==> src/rtl/wshb_arb_pkg.sv <==
// Shared types and constants for the two-master SDRAM Wishbone arbiter.
package wshb_arb_pkg;

  typedef enum logic [1:0] {
    IDLE = 2'd0,
    OWN0 = 2'd1,
    OWN1 = 2'd2
  } arb_state_t;

  localparam logic [2:0] CTI_CLASSIC = 3'b000;
  localparam logic [2:0] CTI_INCR    = 3'b010;
  localparam logic [2:0] CTI_END     = 3'b111;

  typedef struct packed {
    logic ack;
    logic err;
    logic rty;
  } wb_resp_t;

endpackage

==> src/rtl/rr_pick.sv <==
// Two-way round-robin chooser: on a tie, the master that did not own last wins.
module rr_pick (
  input  logic [1:0] req,
  input  logic       last,
  output logic [1:0] pick
);

  always_comb begin
    pick = req;
    if (req == 2'b11) pick = last ? 2'b01 : 2'b10;
  end

endmodule

==> src/rtl/wshb_sdram_arbiter.sv <==
// Round-robin Wishbone arbiter sharing the SDRAM slave port between the video
// reader (master 0) and the pixel writer (master 1); no mid-cycle preemption.
module wshb_sdram_arbiter
  import wshb_arb_pkg::*;
#(
  parameter int unsigned ADR_W     = 32,
  parameter int unsigned DAT_BYTES = 4,
  parameter int unsigned MAX_HOLD  = 256,
  parameter int unsigned CNT_W     = 16
) (
  input  logic                   sys_clk,
  input  logic                   sys_rst_n,
  input  logic                   m0_cyc,
  input  logic                   m0_stb,
  input  logic                   m0_we,
  input  logic [ADR_W-1:0]       m0_adr,
  input  logic [8*DAT_BYTES-1:0] m0_dat_ms,
  input  logic [DAT_BYTES-1:0]   m0_sel,
  input  logic [2:0]             m0_cti,
  input  logic [1:0]             m0_bte,
  output logic [8*DAT_BYTES-1:0] m0_dat_sm,
  output logic                   m0_ack,
  output logic                   m0_err,
  output logic                   m0_rty,
  input  logic                   m1_cyc,
  input  logic                   m1_stb,
  input  logic                   m1_we,
  input  logic [ADR_W-1:0]       m1_adr,
  input  logic [8*DAT_BYTES-1:0] m1_dat_ms,
  input  logic [DAT_BYTES-1:0]   m1_sel,
  input  logic [2:0]             m1_cti,
  input  logic [1:0]             m1_bte,
  output logic [8*DAT_BYTES-1:0] m1_dat_sm,
  output logic                   m1_ack,
  output logic                   m1_err,
  output logic                   m1_rty,
  output logic                   s_cyc,
  output logic                   s_stb,
  output logic                   s_we,
  output logic [ADR_W-1:0]       s_adr,
  output logic [8*DAT_BYTES-1:0] s_dat_ms,
  output logic [DAT_BYTES-1:0]   s_sel,
  output logic [2:0]             s_cti,
  output logic [1:0]             s_bte,
  input  logic [8*DAT_BYTES-1:0] s_dat_sm,
  input  logic                   s_ack,
  input  logic                   s_err,
  input  logic                   s_rty,
  output logic [1:0]             gnt,
  output logic                   starve,
  output logic [CNT_W-1:0]       gnt_cnt0,
  output logic [CNT_W-1:0]       gnt_cnt1
);

  localparam int unsigned HOLD_W = $clog2(MAX_HOLD + 1);

  arb_state_t        state, state_nxt;
  logic              last;
  logic [1:0]        pick;
  logic [HOLD_W-1:0] hold_cnt;
  logic              hold_max;
  logic              waiter;
  wb_resp_t          s_resp, m0_resp, m1_resp;

  rr_pick u_rr_pick (
    .req  ({m1_cyc, m0_cyc}),
    .last (last),
    .pick (pick)
  );

  always_ff @(posedge sys_clk or negedge sys_rst_n) begin
    if (!sys_rst_n) state <= IDLE;
    else            state <= state_nxt;
  end

  // Next owner plus the combinational request/response steering for the current owner.
  always_comb begin
    state_nxt = state;
    s_cyc     = 1'b0;
    s_stb     = 1'b0;
    s_we      = 1'b0;
    s_adr     = '0;
    s_dat_ms  = '0;
    s_sel     = '0;
    s_cti     = '0;
    s_bte     = '0;
    m0_resp   = '0;
    m1_resp   = '0;
    unique case (state)
      IDLE: begin
        if (pick[0])      state_nxt = OWN0;
        else if (pick[1]) state_nxt = OWN1;
      end
      OWN0: begin
        if (!m0_cyc) state_nxt = m1_cyc ? OWN1 : IDLE;
        s_cyc    = m0_cyc;
        s_stb    = m0_stb;
        s_we     = m0_we;
        s_adr    = m0_adr;
        s_dat_ms = m0_dat_ms;
        s_sel    = m0_sel;
        s_cti    = m0_cti;
        s_bte    = m0_bte;
        m0_resp  = s_resp;
      end
      OWN1: begin
        if (!m1_cyc) state_nxt = m0_cyc ? OWN0 : IDLE;
        s_cyc    = m1_cyc;
        s_stb    = m1_stb;
        s_we     = m1_we;
        s_adr    = m1_adr;
        s_dat_ms = m1_dat_ms;
        s_sel    = m1_sel;
        s_cti    = m1_cti;
        s_bte    = m1_bte;
        m1_resp  = s_resp;
      end
      default: state_nxt = IDLE;
    endcase
  end

  assign s_resp    = '{ack: s_ack, err: s_err, rty: s_rty};
  assign m0_ack    = m0_resp.ack;
  assign m0_err    = m0_resp.err;
  assign m0_rty    = m0_resp.rty;
  assign m1_ack    = m1_resp.ack;
  assign m1_err    = m1_resp.err;
  assign m1_rty    = m1_resp.rty;
  assign m0_dat_sm = s_dat_sm;
  assign m1_dat_sm = s_dat_sm;

  assign hold_max = (hold_cnt == HOLD_W'(MAX_HOLD));
  assign waiter   = ((state == OWN0) && m1_cyc) || ((state == OWN1) && m0_cyc);

  // Grant flags, tie-break history, ownership age, starvation and debug counters.
  always_ff @(posedge sys_clk or negedge sys_rst_n) begin
    if (!sys_rst_n) begin
      gnt      <= 2'b00;
      last     <= 1'b1;
      hold_cnt <= '0;
      starve   <= 1'b0;
      gnt_cnt0 <= '0;
      gnt_cnt1 <= '0;
    end else begin
      gnt <= {state_nxt == OWN1, state_nxt == OWN0};
      if (state == OWN0 && state_nxt != OWN0) last <= 1'b0;
      if (state == OWN1 && state_nxt != OWN1) last <= 1'b1;
      if (state_nxt == OWN0 && state != OWN0) gnt_cnt0 <= gnt_cnt0 + CNT_W'(1);
      if (state_nxt == OWN1 && state != OWN1) gnt_cnt1 <= gnt_cnt1 + CNT_W'(1);
      if (state_nxt != state)                hold_cnt <= '0;
      else if (state != IDLE && !hold_max)   hold_cnt <= hold_cnt + HOLD_W'(1);
      if (hold_max && waiter) starve <= 1'b1;
    end
  end

endmodule
==> config.mk <==
export PLATFORM = sky130hd
export DESIGN_NAME = wshb_sdram_arbiter
export DESIGN_NICKNAME = d
export VERILOG_FILES = /design/src/rtl/wshb_arb_pkg.sv /design/src/rtl/rr_pick.sv /design/src/rtl/wshb_sdram_arbiter.sv
export SDC_FILE = /design/constraint.sdc
export NUM_CORES = 1
export LEC_CHECK = 0
export BUFFER_PORTS_ARGS = -buffer_cell sky130_fd_sc_hd__buf_2
export CORE_AREA = 5 5 141 143
export DETAILED_ROUTE_END_ITERATION = 6
export DIE_AREA = 0 0 146 148
export PLACE_DENSITY_LB_ADDON = 0.05
export REMOVE_ABC_BUFFERS = 1
export SYNTH_ARGS = -nofsm -noshare
export SYNTH_HDL_FRONTEND = slang
export SYNTH_HIERARCHICAL = 1
export SYNTH_SLANG_ARGS = --single-unit
==> constraint.sdc <==
create_clock -name sys_clk -period 6.1 [get_ports sys_clk]
set_input_delay 1.525 -clock sys_clk [delete_from_list [all_inputs] [get_ports sys_clk]]
set_output_delay 1.525 -clock sys_clk [all_outputs]
set_load 0.01 [all_outputs]
==> results.json <==
{
  "dp_hpwl_mm": 15.5,
  "ant_nets": 0,
  "setup_viol": 0,
  "synth_top_area_cell": "dfrtp_1",
  "place_ws_ps": 2150,
  "fillers": 2005,
  "fin_crit_ps": 4230,
  "tns_ps": 0,
  "mostFrequentLayoutCell": "buf_2",
  "rsz0062_at_grt": "no",
  "ios": 370,
  "cts_tree": "yes",
  "required_ps": 4580,
  "tightest_slew_ps": 958,
  "initial_core_util_pct": 21.8,
  "synthDistinctLibCells": 46,
  "dr.pass1.iters": 4,
  "grt_util_all_layers_pct": 16.5,
  "yosys_warnings": 6,
  "maxCapViolCount": 0,
  "cts_sinks": 47,
  "htreeDepth": 2,
  "status": "completed",
  "drt_iter0_drc": 273,
  "slew_headroom_pct": 36.1,
  "synth_edf_count": 0,
  "synth_area_sq_um": 4020,
  "vias": 4172,
  "power_density_nw_per_um2": 378,
  "die_w_um": 146,
  "grt-ovfl-total": 0,
  "design.core.area_sq_um": 18500,
  "die_h_um": 148,
  "postCtsSetupBuffers": 0,
  "synthTopCellsByArea": "dfrtp_1 (29%), a22oi_1 (14%), nor2b_1 (12%), buf_4 (12%), xnor2_1 (4.8%)",
  "area_growth_pct": 31.2,
  "synthCells": 468,
  "async_flop_share_pct": 100,
  "skew_ps": 4.61,
  "ys_ff_latch": 47,
  "holdCritPathClass": "register to register",
  "finalWirelength_mm": 19.3,
  "max_freq_ghz": 0.236,
  "min_period_over_period_pct": 69.4,
  "cts_buffers": 5,
  "worst-setup-path-type": "register to primary output",
  "drive_above_1_share_pct": 45.0,
  "place_congestion": 0.871,
  "syn_avg_cell_area_sq_um": 8.59,
  "finalHoldViolations": 0,
  "cts.path.max_buffers": 2,
  "cts_resized": 0,
  "synth_top_area_share_pct": 28.6,
  "grt_max_degree": 77,
  "reg2reg_depth": 8,
  "cts_root_buf": "clkbuf_16",
  "clock_latency_ps": 290,
  "post-route-drc-count": 0,
  "routed_via_density": 4.65,
  "crit_path_start_kind": "register",
  "slew_viol_final": 0,
  "setup_slack_ps": 1870,
  "grt_pass1_wl_mm": 27.5,
  "yosys_most_used_dff": "dfrtp_1",
  "rows": 50,
  "worstPathMaxFanout": 53,
  "worstPathArrival_ps": 2710,
  "clkTransAtPathRegs_ps": 60,
  "vdd_drop_max_v": 0.000238,
  "hold_buffers": 0,
  "layout.nets": 858,
  "wl_per_cell_um": 21.5,
  "grt_pass1_vias": 4010,
  "die_area_sq_um": 21600,
  "grt_antenna_before_repair": 1,
  "io_buffers": 273,
  "final_cell_mix": "buf_2 (273), nor2b_1 (79), a22oi_1 (76), dfrtp_1 (46), xnor2_1 (22)",
  "endpoint_kind": "primary output",
  "synth_sequential_area_ratio_pct": 29.3,
  "hold_depth": 1,
  "power_leakage_uw": 0.00263
}
## state kept, by name, summed over array words and instances, names as in the netlist
| name | cells |
|---|---|
| gnt | 2 |
| gnt_cnt0 | 16 |
| gnt_cnt1 | 16 |
| hold_cnt | 9 |
| last | 1 |
| starve | 1 |
| state | 2 |
## power breakdown
part	switching (uW)	leakage, uW	total (uW)	internal (uW)
clock network	120	0.0000679	271	152
logic	750	0.00193	1290	539
registers	66.3	0.000632	433	366
## final cells by class
| cell class | count | area (sq um) | area share [%] |
|---|---|---|---|
| inverters | 7 | 26.3 | 0.498 |
| well taps | 234 | 293 | 5.55 |
| multi-input cells | 322 | 2230 | 42.3 |
| flip-flops and latches | 47 | 1180 | 22.3 |
| clock inverters | 1 | 5.00 | 0.0949 |
| clock buffers | 7 | 133 | 2.51 |
| repair buffers | 278 | 1400 | 26.6 |
| diodes | 1 | 2.50 | 0.0474 |
## worst paths after layout
path | slack [ps] | from | endpoint
worst max-delay path | 1870 | state[1] | s_dat_ms[24]
worst min-delay path | 470 | gnt_cnt0[15] | gnt_cnt0[15]
worst max register to register | 2500 | state[0] | gnt_cnt1[15]
worst min register to register | 470 | gnt_cnt0[15] | gnt_cnt0[15]
max in group asynchronous | 4350 | sys_rst_n | gnt_cnt1[4]
min in group asynchronous | 1330 | sys_rst_n | gnt_cnt0[15]
## metal layers
| layer | GRT usage, % | part of all wire (%) | up-vias |
|---|---|---|---|
| met3 | 7.36 | 9.3 | 9 |
| li1 | - | - | 1973 |
| met5 | 3.86 | 0.18 | - |
| met2 | 26.4 | 48 | 190 |
| met4 | 2.59 | 0.56 | 2 |
| met1 | 20.7 | 42 | 1998 |
## logic make-up (layout without fill, tap and decap cells)
group,after synthesis,after routing,share of synthesized area [%]
and+or+nand+nor,177,177,25.6
buffers and inverters,99,293,15.3
AOI/OAI and AO/OA,96,96,18.3
DFF,47,47,29.3
xor gates and xnor gates,38,38,8.28
adders and majority gates,8,8,2.49
muxes,3,3,0.841
other,0,1,0
## stage by stage
stage / hold WS, ps / util (%) / power [uW] / instance area, sq um / instances
floorplan: 463 / - / 1230 / 3430 / 376
global placement: 453 / 27.8 / 1740 / 5130 / 888
detailed placement: 467 / 27.8 / 1750 / 5130 / 888
CTS: 476 / 28.6 / 2030 / 5270 / 896
global route: 494 / 28.6 / 2150 / 5270 / 897
finish: 465 / 28.6 / 1990 / 5270 / 897
## cells in the mapped netlist (2+ instances only)
cell,n
a21oi_1,3
a22oi_1,76
and2_1,6
and3_1,6
and4_1,2
buf_1,2
buf_4,64
clkbuf_1,25
dfrtp_1,46
ha_1,8
inv_1,7
mux2_2,3
nand2_1,20
nand2b_1,2
nand3_1,11
nand3b_1,3
nand4_1,13
nor2_1,18
nor2b_1,79
nor3_1,5
nor4_1,3
o21ai_0,5
or3_1,2
xnor2_1,22
xor2_1,16
## critical path, cell delays in order (launching register included)
cell and delay [ps]:
dfrtp_1 430, inv_1 150, ha_2 700, buf_4 600
a22oi_1 200, nor2b_1 170, buf_2 140
No activity file was read; power rests on OpenSTA's default activity.
